`src/rtl/keypad_scanner_pkg.sv`:
```
// keypad_pkg: shared types and helpers for the matrix keypad scanner.
//   kp_state_t    - debounce FSM state encoding (also exported for debug)
//   frame_class_t - classification of one full column scan
//   HEX_TABLE     - calculator legend of the 4x4 keypad, row-major
//   map_key()     - converts a row*NUM_COLS+col index into the emitted code
package keypad_pkg;

   typedef enum logic [1:0] {
      ST_IDLE       = 2'd0,
      ST_PRESS_DB   = 2'd1,
      ST_HELD       = 2'd2,
      ST_RELEASE_DB = 2'd3
   } kp_state_t;

   typedef enum logic [1:0] {
      FC_NONE   = 2'd0,
      FC_SINGLE = 2'd1,
      FC_MULTI  = 2'd2
   } frame_class_t;

   // Row-major legend: 1 2 3 A / 4 5 6 B / 7 8 9 C / E 0 F D
   localparam logic [3:0] HEX_TABLE [16] = '{
      4'h1, 4'h2, 4'h3, 4'hA,
      4'h4, 4'h5, 4'h6, 4'hB,
      4'h7, 4'h8, 4'h9, 4'hC,
      4'hE, 4'h0, 4'hF, 4'hD
   };

   // hex_map == 1 selects the calculator legend (only meaningful for a 4x4
   // matrix); any other value passes the raw index through.
   function automatic logic [7:0] map_key(input logic [7:0] index, input int hex_map);
      if (hex_map == 1) map_key = {4'h0, HEX_TABLE[index[3:0]]};
      else              map_key = index;
   endfunction

endpackage

```
`src/rtl/keypad_scanner_if.sv`:
```
// keypad_scanner_if: pin-side and event-side signals of the keypad scanner.
//   rows           - keypad rows, active-low, asynchronous to clk
//   columns        - one-hot active-low column drive
//   keycode_output - code of the last accepted key
//   key_valid      - one-cycle strobe on an accepted press
//   key_held       - level, high from accepted press to accepted release
//   key_release    - one-cycle strobe on an accepted release
//   state_dbg      - current debounce FSM state, for observation only
// Modports: master = the scanner, slave = keypad pins plus event consumer.
interface keypad_scanner_if #(
   parameter int NUM_ROWS = 4,
   parameter int NUM_COLS = 4,
   parameter int KW       = 4
);
   import keypad_pkg::*;

   logic [NUM_ROWS-1:0] rows;
   logic [NUM_COLS-1:0] columns;
   logic [KW-1:0]       keycode_output;
   // Event semantics: key_valid and key_release are fire-and-forget strobes
   // with no ready/backpressure. keycode_output is already stable in the
   // cycle key_valid is high and stays stable until the next accepted press;
   // a consumer must sample it on the strobe cycle or any time afterwards.
   logic                key_valid;
   logic                key_held;
   logic                key_release;
   kp_state_t           state_dbg;

   modport master (
      input  rows,
      output columns, keycode_output, key_valid, key_held, key_release, state_dbg
   );

   modport slave (
      output rows,
      input  columns, keycode_output, key_valid, key_held, key_release, state_dbg
   );
endinterface

```
`src/rtl/keypad_scanner_col_scanner.sv`:
```
// keypad_col_scanner: drives the columns, synchronises the rows and
// classifies each full scan frame.
//   clk, reset  - system clock, synchronous active-high reset
//   rows        - raw keypad rows (active-low, asynchronous)
//   columns     - registered one-hot active-low column drive
//   frame_done  - high on the last clock of a frame (last sample cycle)
//   frame_class - NONE / SINGLE / MULTI for the frame ending this cycle
//   key_index   - row*NUM_COLS+col of the pressed key when SINGLE
module keypad_col_scanner
   import keypad_pkg::*;
#(
   parameter int NUM_ROWS = 4,
   parameter int NUM_COLS = 4,
   parameter int SCAN_DIV = 1000,
   parameter int IW       = 4
) (
   input  logic                clk,
   input  logic                reset,
   input  logic [NUM_ROWS-1:0] rows,
   output logic [NUM_COLS-1:0] columns,
   output logic                frame_done,
   output frame_class_t        frame_class,
   output logic [IW-1:0]       key_index
);

   localparam int DW = $clog2(SCAN_DIV);
   localparam int CW = $clog2(NUM_COLS);

   logic [NUM_ROWS-1:0] rows_meta;
   logic [NUM_ROWS-1:0] rows_sync;
   logic [DW-1:0]       dwell;
   logic [CW-1:0]       col_idx;
   logic [CW-1:0]       col_next;
   logic [NUM_COLS-1:0] drive_next;
   logic                dwell_last;
   logic                col_last;

   // Running tally of intersections seen so far in this frame, saturating
   // at 2 because only "none / one / more" matters.
   logic [1:0]          hit_cnt;
   logic [IW-1:0]       hit_idx;

   logic [1:0]          col_hits;
   int                  row_sel;
   logic [IW-1:0]       this_idx;
   logic [2:0]          hit_sum;
   logic [1:0]          hit_total;
   logic [IW-1:0]       merged_idx;

   always_comb begin
      dwell_last = (dwell == DW'(SCAN_DIV - 1));
      col_last   = (col_idx == CW'(NUM_COLS - 1));
      col_next   = col_idx;
      if (dwell_last) col_next = col_last ? '0 : col_idx + CW'(1);
      // The column register is loaded with the drive for the index that
      // will be current next cycle, so drive and col_idx stay aligned.
      drive_next = '1;
      for (int c = 0; c < NUM_COLS; c++) begin
         drive_next[c] = (col_next != CW'(c));
      end
   end

   // Classification of the currently sampled column merged with the tally.
   always_comb begin
      col_hits = 2'd0;
      row_sel  = 0;
      for (int r = 0; r < NUM_ROWS; r++) begin
         if (!rows_sync[r]) begin
            if (col_hits != 2'd2) col_hits = col_hits + 2'd1;
            row_sel = r;
         end
      end
      this_idx   = IW'(row_sel * NUM_COLS + int'(col_idx));
      hit_sum    = {1'b0, hit_cnt} + {1'b0, col_hits};
      hit_total  = (hit_sum >= 3'd2) ? 2'd2 : hit_sum[1:0];
      merged_idx = (col_hits != 2'd0) ? this_idx : hit_idx;

      frame_done = dwell_last && col_last;
      key_index  = merged_idx;
      case (hit_total)
         2'd0:    frame_class = FC_NONE;
         2'd1:    frame_class = FC_SINGLE;
         default: frame_class = FC_MULTI;
      endcase
   end

   always_ff @(posedge clk) begin
      if (reset) begin
         rows_meta <= '1;
         rows_sync <= '1;
         dwell     <= '0;
         col_idx   <= '0;
         columns   <= '1;
         hit_cnt   <= 2'd0;
         hit_idx   <= '0;
      end else begin
         rows_meta <= rows;
         rows_sync <= rows_meta;
         dwell     <= dwell_last ? '0 : dwell + DW'(1);
         col_idx   <= col_next;
         columns   <= drive_next;
         // Sample on the last clock of the dwell: SCAN_DIV-3 settle clocks
         // remain after the two synchroniser stages.
         if (dwell_last) begin
            if (col_last) begin
               hit_cnt <= 2'd0;
               hit_idx <= '0;
            end else begin
               hit_cnt <= hit_total;
               hit_idx <= merged_idx;
            end
         end
      end
   end

endmodule

```
`src/rtl/keypad_scanner.sv`:
```
// keypad_scanner: R x C matrix keypad scanner with frame-based debounce.
//   clk, reset - system clock, synchronous active-high reset
//   bus        - keypad_scanner_if master: rows in, columns out, keycode,
//                press/release strobes, held level and FSM debug state
// The column scanner delivers one classified frame per NUM_COLS dwells;
// this level runs the press/release debounce FSM and owns the outputs.
module keypad_scanner
   import keypad_pkg::*;
#(
   parameter int NUM_ROWS        = 4,
   parameter int NUM_COLS        = 4,
   parameter int SCAN_DIV        = 1000,
   parameter int DEBOUNCE_FRAMES = 4,
   parameter int HEX_MAP         = 1
) (
   input  logic              clk,
   input  logic              reset,
   keypad_scanner_if.master  bus
);

   localparam int IW  = $clog2(NUM_ROWS * NUM_COLS);
   localparam int KW  = (IW > 4) ? IW : 4;
   localparam int DBW = $clog2(DEBOUNCE_FRAMES + 1);
   // The calculator legend only exists for a 4x4 matrix; other shapes
   // always emit the raw index.
   localparam int MAP_MODE = (HEX_MAP == 1 && NUM_ROWS == 4 && NUM_COLS == 4) ? 1 : 0;

   localparam logic [1:0] S_IDLE       = ST_IDLE;
   localparam logic [1:0] S_PRESS_DB   = ST_PRESS_DB;
   localparam logic [1:0] S_HELD       = ST_HELD;
   localparam logic [1:0] S_RELEASE_DB = ST_RELEASE_DB;

   localparam logic [DBW-1:0] DB_MAX = DBW'(DEBOUNCE_FRAMES);

   logic               frame_done;
   frame_class_t       frame_class;
   logic [IW-1:0]      key_index;

   logic [1:0]         state;
   logic [IW-1:0]      cand;
   logic [DBW-1:0]     cnt;
   logic [DBW-1:0]     cnt_inc;
   logic               cnt_full;
   logic               is_single;
   logic               is_none;

   logic [KW-1:0]      keycode_q;
   logic               key_valid_q;
   logic               key_held_q;
   logic               key_release_q;

   keypad_col_scanner #(
      .NUM_ROWS (NUM_ROWS),
      .NUM_COLS (NUM_COLS),
      .SCAN_DIV (SCAN_DIV),
      .IW       (IW)
   ) u_col_scanner (
      .clk         (clk),
      .reset       (reset),
      .rows        (bus.rows),
      .columns     (bus.columns),
      .frame_done  (frame_done),
      .frame_class (frame_class),
      .key_index   (key_index)
   );

   always_comb begin
      cnt_inc   = cnt + DBW'(1);
      cnt_full  = (cnt_inc == DB_MAX);
      is_single = (frame_class == FC_SINGLE);
      is_none   = (frame_class == FC_NONE);
   end

   // The counter is cleared on every exit from a debounce state, so it
   // never exceeds DEBOUNCE_FRAMES and never wraps.
   always_ff @(posedge clk) begin
      if (reset) begin
         state         <= S_IDLE;
         cand          <= '0;
         cnt           <= '0;
         keycode_q     <= '0;
         key_valid_q   <= 1'b0;
         key_held_q    <= 1'b0;
         key_release_q <= 1'b0;
      end else begin
         key_valid_q   <= 1'b0;
         key_release_q <= 1'b0;
         if (frame_done) begin
            case (state)
               S_IDLE: begin
                  if (is_single) begin
                     cand <= key_index;
                     if (DEBOUNCE_FRAMES == 1) begin
                        key_valid_q <= 1'b1;
                        key_held_q  <= 1'b1;
                        keycode_q   <= KW'(map_key(8'(key_index), MAP_MODE));
                        cnt         <= '0;
                        state       <= S_HELD;
                     end else begin
                        cnt   <= DBW'(1);
                        state <= S_PRESS_DB;
                     end
                  end
               end
               S_PRESS_DB: begin
                  if (is_single) begin
                     if (key_index == cand) begin
                        if (cnt_full) begin
                           key_valid_q <= 1'b1;
                           key_held_q  <= 1'b1;
                           keycode_q   <= KW'(map_key(8'(key_index), MAP_MODE));
                           cnt         <= '0;
                           state       <= S_HELD;
                        end else begin
                           cnt <= cnt_inc;
                        end
                     end else begin
                        // A different single key restarts the candidate.
                        cand <= key_index;
                        cnt  <= DBW'(1);
                     end
                  end else begin
                     cnt   <= '0;
                     state <= S_IDLE;
                  end
               end
               S_HELD: begin
                  // Extra keys while held are ignored; only an empty frame
                  // starts the release debounce.
                  if (is_none) begin
                     if (DEBOUNCE_FRAMES == 1) begin
                        key_release_q <= 1'b1;
                        key_held_q    <= 1'b0;
                        cnt           <= '0;
                        state         <= S_IDLE;
                     end else begin
                        cnt   <= DBW'(1);
                        state <= S_RELEASE_DB;
                     end
                  end
               end
               S_RELEASE_DB: begin
                  if (is_none) begin
                     if (cnt_full) begin
                        key_release_q <= 1'b1;
                        key_held_q    <= 1'b0;
                        cnt           <= '0;
                        state         <= S_IDLE;
                     end else begin
                        cnt <= cnt_inc;
                     end
                  end else begin
                     cnt   <= '0;
                     state <= S_HELD;
                  end
               end
               default: begin
                  cnt   <= '0;
                  state <= S_IDLE;
               end
            endcase
         end
      end
   end

   assign bus.keycode_output = keycode_q;
   assign bus.key_valid      = key_valid_q;
   assign bus.key_held       = key_held_q;
   assign bus.key_release    = key_release_q;
   assign bus.state_dbg      = kp_state_t'(state);

endmodule

```
`src/flat_wrapper.sv`:
```
// flat-port wrapper written by rule: the top's interface ports become plain ports
module keypad_scanner_flat import keypad_pkg::*;
#(
   parameter int NUM_ROWS        = 4,
   parameter int NUM_COLS        = 4,
   parameter int SCAN_DIV        = 1000,
   parameter int DEBOUNCE_FRAMES = 4,
   parameter int HEX_MAP         = 1
)
  (clk, reset, bus_rows, bus_columns, bus_keycode_output, bus_key_valid, bus_key_held, bus_key_release, bus_state_dbg);
  keypad_scanner_if #(.NUM_ROWS(NUM_ROWS), .NUM_COLS(NUM_COLS), .KW(4)) bus_i ();
  input  logic clk;
  input  logic reset;
  input wire logic [$bits(bus_i.rows)-1:0] bus_rows;
  output wire logic [$bits(bus_i.columns)-1:0] bus_columns;
  output wire logic [$bits(bus_i.keycode_output)-1:0] bus_keycode_output;
  output wire logic [$bits(bus_i.key_valid)-1:0] bus_key_valid;
  output wire logic [$bits(bus_i.key_held)-1:0] bus_key_held;
  output wire logic [$bits(bus_i.key_release)-1:0] bus_key_release;
  output wire logic [$bits(bus_i.state_dbg)-1:0] bus_state_dbg;
  assign bus_i.rows = bus_rows;
  assign bus_columns = bus_i.columns;
  assign bus_keycode_output = bus_i.keycode_output;
  assign bus_key_valid = bus_i.key_valid;
  assign bus_key_held = bus_i.key_held;
  assign bus_key_release = bus_i.key_release;
  assign bus_state_dbg = bus_i.state_dbg;
  keypad_scanner #(.NUM_ROWS(NUM_ROWS), .NUM_COLS(NUM_COLS), .SCAN_DIV(SCAN_DIV), .DEBOUNCE_FRAMES(DEBOUNCE_FRAMES), .HEX_MAP(HEX_MAP)) u_core (.clk(clk), .reset(reset), .bus(bus_i));
endmodule
```
`config.mk`:
```
export PLATFORM = sky130hd
export DESIGN_NAME = keypad_scanner_flat
export DESIGN_NICKNAME = d
export VERILOG_FILES = /design/src/rtl/keypad_scanner_pkg.sv /design/src/rtl/keypad_scanner_if.sv /design/src/rtl/keypad_scanner_col_scanner.sv /design/src/rtl/keypad_scanner.sv /design/src/flat_wrapper.sv
export SDC_FILE = /design/constraint.sdc
export NUM_CORES = 1
export LEC_CHECK = 0
export ABC_AREA = 1
export CORE_UTILIZATION = 45
export DETAILED_ROUTE_END_ITERATION = 8
export GPL_TIMING_DRIVEN = 0
export SLEW_MARGIN = 15
export SYNTH_ARGS = -nofsm -noshare
export SYNTH_HDL_FRONTEND = slang
export SYNTH_HIERARCHICAL = 1
export SYNTH_SLANG_ARGS = --single-unit
```
`constraint.sdc`:
```
create_clock -name clk -period 4.3 [get_ports clk]
set_input_delay 0.43 -clock clk [delete_from_list [all_inputs] [get_ports clk]]
set_output_delay 0.43 -clock clk [all_outputs]
set_load 0.005 [all_outputs]
```
; After elaboration in Yosys (flattened, before gate mapping)
; Memories as Yosys holds them, arrays and structs flattened. A register that Yosys moved wholly into a read port is not among the register bits.
; Cells that the tools add are included.
[classes]
multipliers = 0
div = 0
n_mux = 43
add_sub_neg = 8
n_eq_ne = 26
bitwise_logic = 7
shifts = 0
magnitude_cmp = 1
reduce_logical = 16
[op_table]
columns = op, n
row1 = 2-bit two-way mux, 19
row2 = 4-bit two-way mux, 5
row3 = 3-bit two-way mux, 6
row4 = 2-bit by 1-bit inequality test with 1-bit output (second input constant), 8
row5 = 2-bit inequality test (second input constant), 6
row6 = 3-bit one-hot mux with 4 select lines, 1
row7 = 10-bit by 1-bit adder with 10-bit output (second input constant), 1
row8 = 10-bit equality test (second input constant), 1
row9 = 5-bit AND reduction, 2
row10 = 2-bit by 1-bit adder with 2-bit output (second input constant), 4
row11 = 1-bit two-way mux, 8
row12 = 2-bit one-hot mux with 4 select lines, 1
row13 = 4-bit one-hot mux with 2 select lines, 1
row14 = 2-bit nonzero test, 4
row15 = 7-bit AND reduction, 1
row16 = 2-bit by 1-bit equality test with 1-bit output (second input constant), 3
row17 = 2-bit equality test (second input constant), 3
row18 = 2-bit zero test, 3
row19 = 3-bit by 2-bit inequality test with 1-bit output (second input constant), 2
row20 = 1-bit inverter, 6
row21 = 6-bit AND reduction, 1
row22 = 4-bit inverter with 5-bit output, 1
row23 = 5-bit OR reduction, 1
row24 = 4-bit by 3-bit adder with 4-bit output, 1
row25 = other kinds (12), 12
[word_totals]
latch_bits = 0
romBits = 64
n_memories = 1
ff_bits = 42
output_inout_bits = 13
ram_bits = 0
[memory_table]
columns = memory, depth, word_bits, rd, rd_ports_with_merged_regs, write_ports, line
row1 = (no name shown), 16, 4, 1, 1, 0, keypad_scanner_pkg.sv:32  ; if (hex_map == 1) map_key = {4'h0, HEX_TABLE[index[3:0]]};

; Logic depth before layout (Yosys ltp)
; Gate-level depths: netlist (run 1).
[logic_depth]
depth_word = 18
depth_mapped = 25
depth_no_buf = 25

; By module
; Netlist (run 1), hierarchy kept.
[modules_own_cells]
columns = mod, n_inst, cells_each, area_per_inst_um2
row1 = keypad_col_scanner, 1, 184, 1451.4
row2 = keypad_scanner, 1, 178, 1127.3

; Worst setup path after synthesis (run 1)
; No wires, ideal clock.
[synth_path]
path_type = reg-to-reg
start = register u_core.u_col_scanner.rows_sync[1]
end = register u_core.cnt[0]
stages_incl_launch_ff = 24
required_time_ns = 4.187
setup_time_ns = 0.113
n_path_buf = 0
slack_ns = 1.301
synth_period_minus_slack_ns = 2.999
arrival_ns = 2.886
cell_sequence = dfxtp_1 > inv_1 > ha_1 > nand2_1 > nand2_1 > inv_1 > ha_1 > or2_1 > nand2_1 > inv_1 > ha_1 > inv_1 > fa_1 > nand2_1 > inv_1 > nand2_1 > inv_1 > nand2_1 > nand3_1 > nand3_1 > inv_2 > o21a_1 > o21ai_1 > inv_1
[synth_via]
elab_chain_cells = 15
word_cells_on_any_way = 31
[synth_lines]
columns = item, line
row1 = from (decl), keypad_scanner_col_scanner.sv:30  ; logic [NUM_ROWS-1:0] rows_sync;
row2 = from (signal assigned), keypad_scanner_col_scanner.sv:98  ; rows_sync <= rows_meta;
row3 = 2-bit two-way mux *, keypad_scanner_col_scanner.sv:68  ; if (!rows_sync[r]) begin
row4 = 2-bit by 1-bit adder with 2-bit output or 2-bit inequality test (tied branches), keypad_scanner_col_scanner.sv:69  ; if (col_hits != 2'd2) col_hits = col_hits + 2'd1;
row5 = 2-bit two-way mux, keypad_scanner_col_scanner.sv:69
row6 = 2-bit two-way mux *, keypad_scanner_col_scanner.sv:68
row7 = 2-bit by 1-bit adder with 2-bit output or 2-bit inequality test (tied branches), keypad_scanner_col_scanner.sv:69
row8 = 2-bit two-way mux, keypad_scanner_col_scanner.sv:69
row9 = 2-bit two-way mux *, keypad_scanner_col_scanner.sv:68
row10 = 2-bit by 2-bit adder with 3-bit output *, keypad_scanner_col_scanner.sv:74  ; hit_sum = {1'b0, hit_cnt} + {1'b0, col_hits};
row11 = 3-bit by 2-bit >= comparator with 1-bit output, keypad_scanner_col_scanner.sv:75  ; hit_total = (hit_sum >= 3'd2) ? 2'd2 : hit_sum[1:0];
row12 = 2-bit two-way mux *, keypad_scanner_col_scanner.sv:75
row13 = 2-bit by 1-bit equality test with 1-bit output or 2-bit zero test (tied branches), keypad_scanner_col_scanner.sv:80  ; case (hit_total)
row14 = 2-bit one-hot mux with 2 select lines *, keypad_scanner_col_scanner.sv:80
row15 = named net u_core.frame_class[1], keypad_scanner.sv:36  ; frame_class_t frame_class;
row16 = 2-bit by 1-bit equality test with 1-bit output or 2-bit zero test (tied branches), "keypad_scanner.sv:70, keypad_scanner.sv:71"
row17 = "3-bit two-way mux, or another cell as far along", keypad_scanner.sv:106  ; if (is_single) begin
row18 = 3-bit one-hot mux with 4 select lines or 3-bit AND reduction (tied branches), --
row19 = to (signal assigned), keypad_scanner.sv:115  ; cnt <= cnt_inc;
row20 = to (signal assigned), keypad_scanner.sv:150  ; cnt <= cnt_inc;
row21 = to (decl), keypad_scanner.sv:41  ; logic [DBW-1:0] cnt;
; The timed path passes the listed nets; every way through them passes the cells marked *.
; A chain may end at the register's enable or synchronous reset.

; Worst setup path after layout (run 1)
; Same ends and word-level chain as after synthesis.

==> results of run 1 <==
## cell usage in the layout, fill, tap and decap left out, drive strengths merged
cell type,n
nand4,3
inv,62
and2,4
dfxtp,46
xor2,2
clkinvlp,2
a21boi,1
or2,12
clkinv,2
o21ai,16
nor3,4
nand3,27
o21a,1
nand2,107
a21oi,12
bufinv,1
nand3b,1
clkdlybuf4s50,18
o31ai,1
ha,14
fa,1
nor2,44
clkbuf,7
## layout make-up
cell class	instances	area, µm²	area share (%)
inverters	64	245	8.28
clock inverters	3	45.0	1.52
multi-input cells	250	1390	47.0
well taps	72	90.1	3.04
flip-flops and latches	46	921	31.1
clock buffers	5	68.8	2.32
repair buffers	18	180	6.08
plain buffers	2	18.8	0.633
## cells by family (layout without fill, tap and decap cells)
kind of cell,Yosys count,after routing,synth area share (%)
buf+inv,66,92,10.2
simple gates,202,202,38.9
fa+ha+maj,15,15,7.57
xor+xnor,2,2,0.679
flops,46,46,35.7
compound gates,31,31,6.89
## through the flow
step	total power, µW	instance area, µm²	worst slack [ns]	cells	hold slack [ns]
floorplan	547	2580	1.30	362	0.389
detailed placement	575	2850	0.975	452	0.395
CTS	906	2960	0.955	460	0.418
finish	892	2960	0.948	460	0.415
global route	939	2960	0.600	460	0.427
global placement	574	2850	1.01	452	0.393
## metal layers
| layer | vias up | wire [µm] | part of all wire (%) |
|---|---|---|---|
| li1 | 1160 | - | - |
| met1 | 948 | 2250 | 50 |
| met2 | 32 | 2050 | 46 |
| met3 | 5 | 135 | 3.0 |
| met4 | 0 | 62 | 1.4 |
| met5 | - | 0 | 0 |
## sequential cells by signal, summed over array words and instances, names as in the netlist
| register | count |
|---|---|
| u_core/bus.key_release | 1 |
| u_core/u_col_scanner/rows_sync | 4 |
| u_core/u_col_scanner/rows_meta | 4 |
| u_core/bus.state_dbg | 2 |
| u_core/bus.key_valid | 1 |
| u_core/bus.key_held | 1 |
| u_core/cnt | 3 |
| u_core/bus.keycode_output | 4 |
| u_core/u_col_scanner/hit_cnt | 2 |
| u_core/u_col_scanner/columns | 4 |
| u_core/cand | 4 |
| u_core/u_col_scanner/col_idx | 2 |
| u_core/u_col_scanner/dwell | 10 |
| u_core/u_col_scanner/hit_idx | 4 |
## power groups by stage
stage               clock, µW  sequential [µW]  combinational (µW)
floorplan                   0              445                 103
global placement            0              445                 129
global route              352              436                 150
detailed placement          0              445                 130
finish                    326              435                 130
CTS                       339              435                 131
## final timing paths
check                                      end  slack, ns                              start
max reg2reg                      u_core/cnt[0]       0.95  u_core/u_col_scanner/rows_sync[1]
min          u_core/u_col_scanner/rows_sync[3]       0.41  u_core/u_col_scanner/rows_meta[3]
max                              u_core/cnt[0]       0.95  u_core/u_col_scanner/rows_sync[1]
min reg2reg  u_core/u_col_scanner/rows_sync[3]       0.41  u_core/u_col_scanner/rows_meta[3]
==> metrics.yaml, run 1 <==
outcome: "finished, final reports clean"
holdPathStages: 1
diodes: 0
crit_fanout: 6
drtPass1Iterations: 4
finalSetupViolations: 0
synthesis.area_um2: 2580
num-nets-final: 408
syn_nets: 383
dp_hpwl_um: 3370
grt_util_all_layers_pct: 16.8
ios: 19
seq_power_share_pct: 48.8
max-clock-path-buffers: 2
maxSlewViolCount: 0
endpoint_kind: "flip-flop"
fillers: 536
cts_buffers: 5
drc: 0
crit_buf_inv: 8
gr-total-overflow: 0
finalClockSkew_ns: 0.00517
slew_headroom_pct: 66.5
worstSetupPathType: "flip-flop to flip-flop"
slowest_stage: "fa_1"
clk_latency_ns: 0.30
power_frac_clock_pct: 36.6
wire_per_inst_um: 9.77
synth-edff-count: 0
crit_family: "simple AND/OR/NAND/NOR gates"
crit_top_cell: "inv_1"
grt_pass1_wl_um: 8180
fin_util_pct: 53.8
hold_violations: 0
period_share_pct: 78.0
portBuffers: 18
met1_usage_pct: 19.7
synthTopCellsByArea: "dfxtp_1 (36%), nand2_1 (14%), inv_1 (7.3%)"
cts_tree: "yes"
ir_worst_vdd_uv: 174
synth_ff_type: "dfxtp_1"
post_cts_resized: 0
antenna_found_initial: 0
synth_top_cell_by_area: "dfxtp_1"
slowest_delay_ns: 0.41
synth_area_per_cell_um2: 7.12
synth_largest_type_area_fraction_pct: 35.7
synthCells: 362
die_x_um: 77.7
swShare_pct: 27.0
r2r_cells: 23
tightest_slew_ns: 0.499
synth-seq-cells: 46
tns_ns: 0
switchingPower_uw: 240
grt.met3_usage_pct: 2.82
power_density_nw_per_um2: 301
fin_crit_ns: 3.35
synth.most_common_cell: "nand2_1"
fp.dieH_um: 77.7
antenna_left: 0
cts_setup_buffers: 0
use_met2_pct: 30.1
grt_max_degree: 16
drive_above_1_share_pct: 16.0
worstPathRequired_ns: 4.50
vias_per_cell: 4.66
p_int_uw: 651
syn_to_final_growth_pct: 14.9
rsz0062_at_grt: "no"
grt_pass1_vias: 2029
cts_hold_buffers: 0
ys_seq_area_share_pct: 35.7
vias: 2145
gp_congestion: 0.813
busiest_layer: "met2"
core-area_um2: 5510
synth_warnings: 6
comb_power_share_pct: 14.6
power.leakage_uw: 0.00132
drv_cap: 0
cp_data_arrival_time_ns: 3.56
postRouteWirelength_um: 4490
synth_cell_types: 35
hold_path.class: "flip-flop to flip-flop"
rows: 27
cts-root-buf: "clkbuf_8"
htree_levels: 2
crit_path_start_kind: "flip-flop"
drtIter0Drc: 112
initial_utilization_pct: 46.8
synthArstFlopShare_pct: 0
clk_pin_slew_ns: 0.09
clock_sinks: 46
timing.critical_path.cells: "inv_1 -> ha_1 -> nand2_1 -> nand2_1 -> inv_1 -> ha_1 -> or2_1 -> nand2_1 -> inv_1 -> ha_1 -> inv_1 -> fa_1 -> nand2_1 -> inv_1 -> nand2_1 -> inv_1 -> nand2_1 -> nand3_1 -> nand3_1 -> inv_2 -> o21a_1 -> o21ai_1 -> inv_1"
dieArea_um2: 6040
fmax_mhz: 298
crit_cells: 23
synth.top_cells.by_count: "nand2_1 (96), inv_1 (50), dfxtp_1 (46)"
No activity file was read; power rests on OpenSTA's default activity.
==> inputs of run 2 (changes only) <==
==> constraint.sdc (replaced) <==
create_clock -name clk -period 3.2 [get_ports clk]
set_input_delay 0.32 -clock clk [delete_from_list [all_inputs] [get_ports clk]]
set_output_delay 0.32 -clock clk [all_outputs]
set_load 0.005 [all_outputs]
==> run 2 against run 1 <==
Against the previous run: first-iteration DRC count decreased by 32%; final area grew 5.5%; clock power grew 35%; core utilization increased by 3.0 points; routed wire length grew 4.9%; worst hold slack barely moved; clock-buffer cell count unchanged; register-to-register slack worse by 0.75 ns; die area stayed put; cell count is 1.5% higher; largest power group unchanged; highest routed layer unchanged.
==> metrics.yaml, run 2 (synthesis results as in run 1) <==
top_register: "u_core/u_col_scanner/dwell"
slowest_stage: "fa_1"
grt_util_all_layers_pct: 16.8
timing.critical_path.cells: "inv_1 -> ha_1 -> nand2_1 -> nand2_1 -> inv_2 -> ha_2 -> or2_4 -> nand2_4 -> inv_2 -> ha_4 -> inv_2 -> fa_1 -> nand2_2 -> inv_2 -> nand2_2 -> inv_4 -> nand2_4 -> buf_6 -> nor3_4 -> buf_6 -> nand3_1 -> nand2_1 -> nor2_1"
fp.dieH_um: 77.7
slowest_delay_ns: 0.55
cts_tree: "yes"
power.leakage_uw: 0.00136
layoutNonFillerInstCount: 467
grt_pass1_wl_um: 8180
outcome: "finished, final reports clean"
cp_data_arrival_time_ns: 3.20
drive_above_1_share_pct: 24.1
core-area_um2: 5510
wire_per_inst_um: 10.1
cts_buffers: 5
use_met2_pct: 30.1
ios: 19
hold_path.class: "flip-flop to flip-flop"
diodes: 0
layout_commonest_cell: "nand2_1"
busiest_layer: "met2"
regToRegSetupSlack_ns: 0.20
grt_max_degree: 16
met1_usage_pct: 19.7
rows: 27
crit_path_start_kind: "flip-flop"
die_x_um: 77.7
worstPathRequired_ns: 3.40
syn_to_final_growth_pct: 21.2
drtIter0Drc: 76
layout_common_cells: "nand2_1 (89), inv_1 (44), dfxtp_1 (44), nor2_1 (33), nand3_1 (19)"
gr-total-overflow: 0
crit_top_cell: "inv_2"
placed_cell_area_um2: 2850
portBuffers: 18
fin_area_um2: 3130
worstReg2RegEnd: "u_core/cand[1]"
htree_levels: 2
post-place-ws_ns: -0.125
cts_hold_buffers: 0
postRouteWirelength_um: 4710
clk_latency_ns: 0.30
hold_start: "u_core/u_col_scanner/rows_meta[3]"
initial_utilization_pct: 46.8
r2r_cells: 23
fmax_mhz: 333
period_share_pct: 93.8
placed_cells: 452
worstSetupPathType: "flip-flop to flip-flop"
worst_slack_ns: 0.199
fin_crit_ns: 3.00
num-nets-final: 415
ir_worst_vdd_uv: 241
drtPass1Iterations: 4
crit_fanout: 8
drv_cap: 0
cts-root-buf: "clkbuf_8"
endpoint_kind: "flip-flop"
gp_congestion: 0.813
finalClockSkew_ns: 0.00351
vias: 2165
r2r_start: "u_core/u_col_scanner/rows_sync[0]"
antenna_found_initial: 0
holdPathStages: 1
clock_sinks: 46
drc: 0
dp_hpwl_um: 3370
hold_violations: 0
maxSlewViolCount: 0
hold_end: "u_core/u_col_scanner/rows_sync[3]"
finalSetupViolations: 0
antenna_left: 0
power_density_nw_per_um2: 393
dieArea_um2: 6040
clk_pin_slew_ns: 0.09
slew_headroom_pct: 66.5
grt.met3_usage_pct: 2.82
largest_reg_flops: 10
tightest_slew_ns: 0.501
vias_per_cell: 4.64
grt_pass1_vias: 2029
fin_util_pct: 56.8
max-clock-path-buffers: 2
==> run 2: cell types whose count changed in the layout (fill, tap and decap cells not counted), sizes merged <==
cell	change
buf	+7
==> run 2: metrics by stage <==
step / hold slack [ns] / setup TNS (ns) / total power (µW)
2_1_floorplan: 0.389 / 0 / 735
3_3_place_gp: 0.393 / -0.149 / 771
3_5_place_dp: 0.395 / -0.297 / 773
4_1_cts: 0.418 / 0 / 1220
5_1_grt: 0.427 / -0.280 / 1290
6_report: 0.414 / 0 / 1230
==> run 2: worst max-delay path: cells and delay by family (launching register included) <==
kind	cells	cell delay, ns
adders and majority gates	4	1.09
and+or+nand+nor	11	0.86
buffers and inverters	8	0.61
DFF	1	0.34
==> run 2: worst max-delay path by stage <==
| stage | startpoint | end | cells after the start | slack [ns] |
|---|---|---|---|---|
| after CTS | u_core/u_col_scanner/rows_sync[1] | u_core/cnt[0] | 24 | 0.03 |
| after global placement | u_core/u_col_scanner/rows_sync[1] | u_core/cnt[0] | 23 | -0.09 |
| final | u_core/u_col_scanner/rows_sync[0] | u_core/cand[1] | 23 | 0.20 |
| after detailed placement | u_core/u_col_scanner/rows_sync[1] | u_core/cnt[0] | 23 | -0.12 |
| after global routing | u_core/u_col_scanner/rows_sync[1] | u_core/cand[0] | 23 | -0.05 |
| after floorplan | u_core/u_col_scanner/rows_sync[1] | u_core/cnt[0] | 23 | 0.20 |
==> run 2: repair_timing <==
item,in CTS,in global routing
setup endpoints to repair,7,16
gates resized for setup,3,34
hold endpoints to repair,0,0
pin swaps,0,13
buffers inserted,0,7
==> run 2: layout make-up <==
class	count	area [µm²]
Tap cell	72	90.1
Clock inverter	3	45.0
Clock buffer	5	68.8
Fill cell	519	2380
Buffer	2	18.8
Multi-Input combinational cell	250	1490
Timing Repair Buffer	25	240
Sequential cell	46	923
Inverter	64	253
==> run 2: power by group <==
| group | internal [µW] | switching, µW | leakage (µW) | total, µW |
|---|---|---|---|---|
| combinational | 77.4 | 126 | 0.000934 | 204 |
| sequential | 581 | 4.57 | 0.000373 | 585 |
| clock | 232 | 207 | 0.0000504 | 440 |
| total | 890 | 338 | 0.00136 | 1230 |
==> run 2: metal layers <==
metal	share of wire, %	wire [µm]
met4	1.3	62
met5	0	0
met3	2.4	111
met1	50	2330
met2	47	2210
==> inputs of run 3 (changes only) <==
--- a/config.mk
+++ b/config.mk
@@ -9,7 +9,7 @@
 export CORE_UTILIZATION = 45
 export DETAILED_ROUTE_END_ITERATION = 8
 export GPL_TIMING_DRIVEN = 0
-export SLEW_MARGIN = 15
+export SLEW_MARGIN = 40
 export SYNTH_ARGS = -nofsm -noshare
 export SYNTH_HDL_FRONTEND = slang
 export SYNTH_HIERARCHICAL = 1
==> results of run 3 <==
The final DEF is identical to that of run 2; final timing and power are the same.
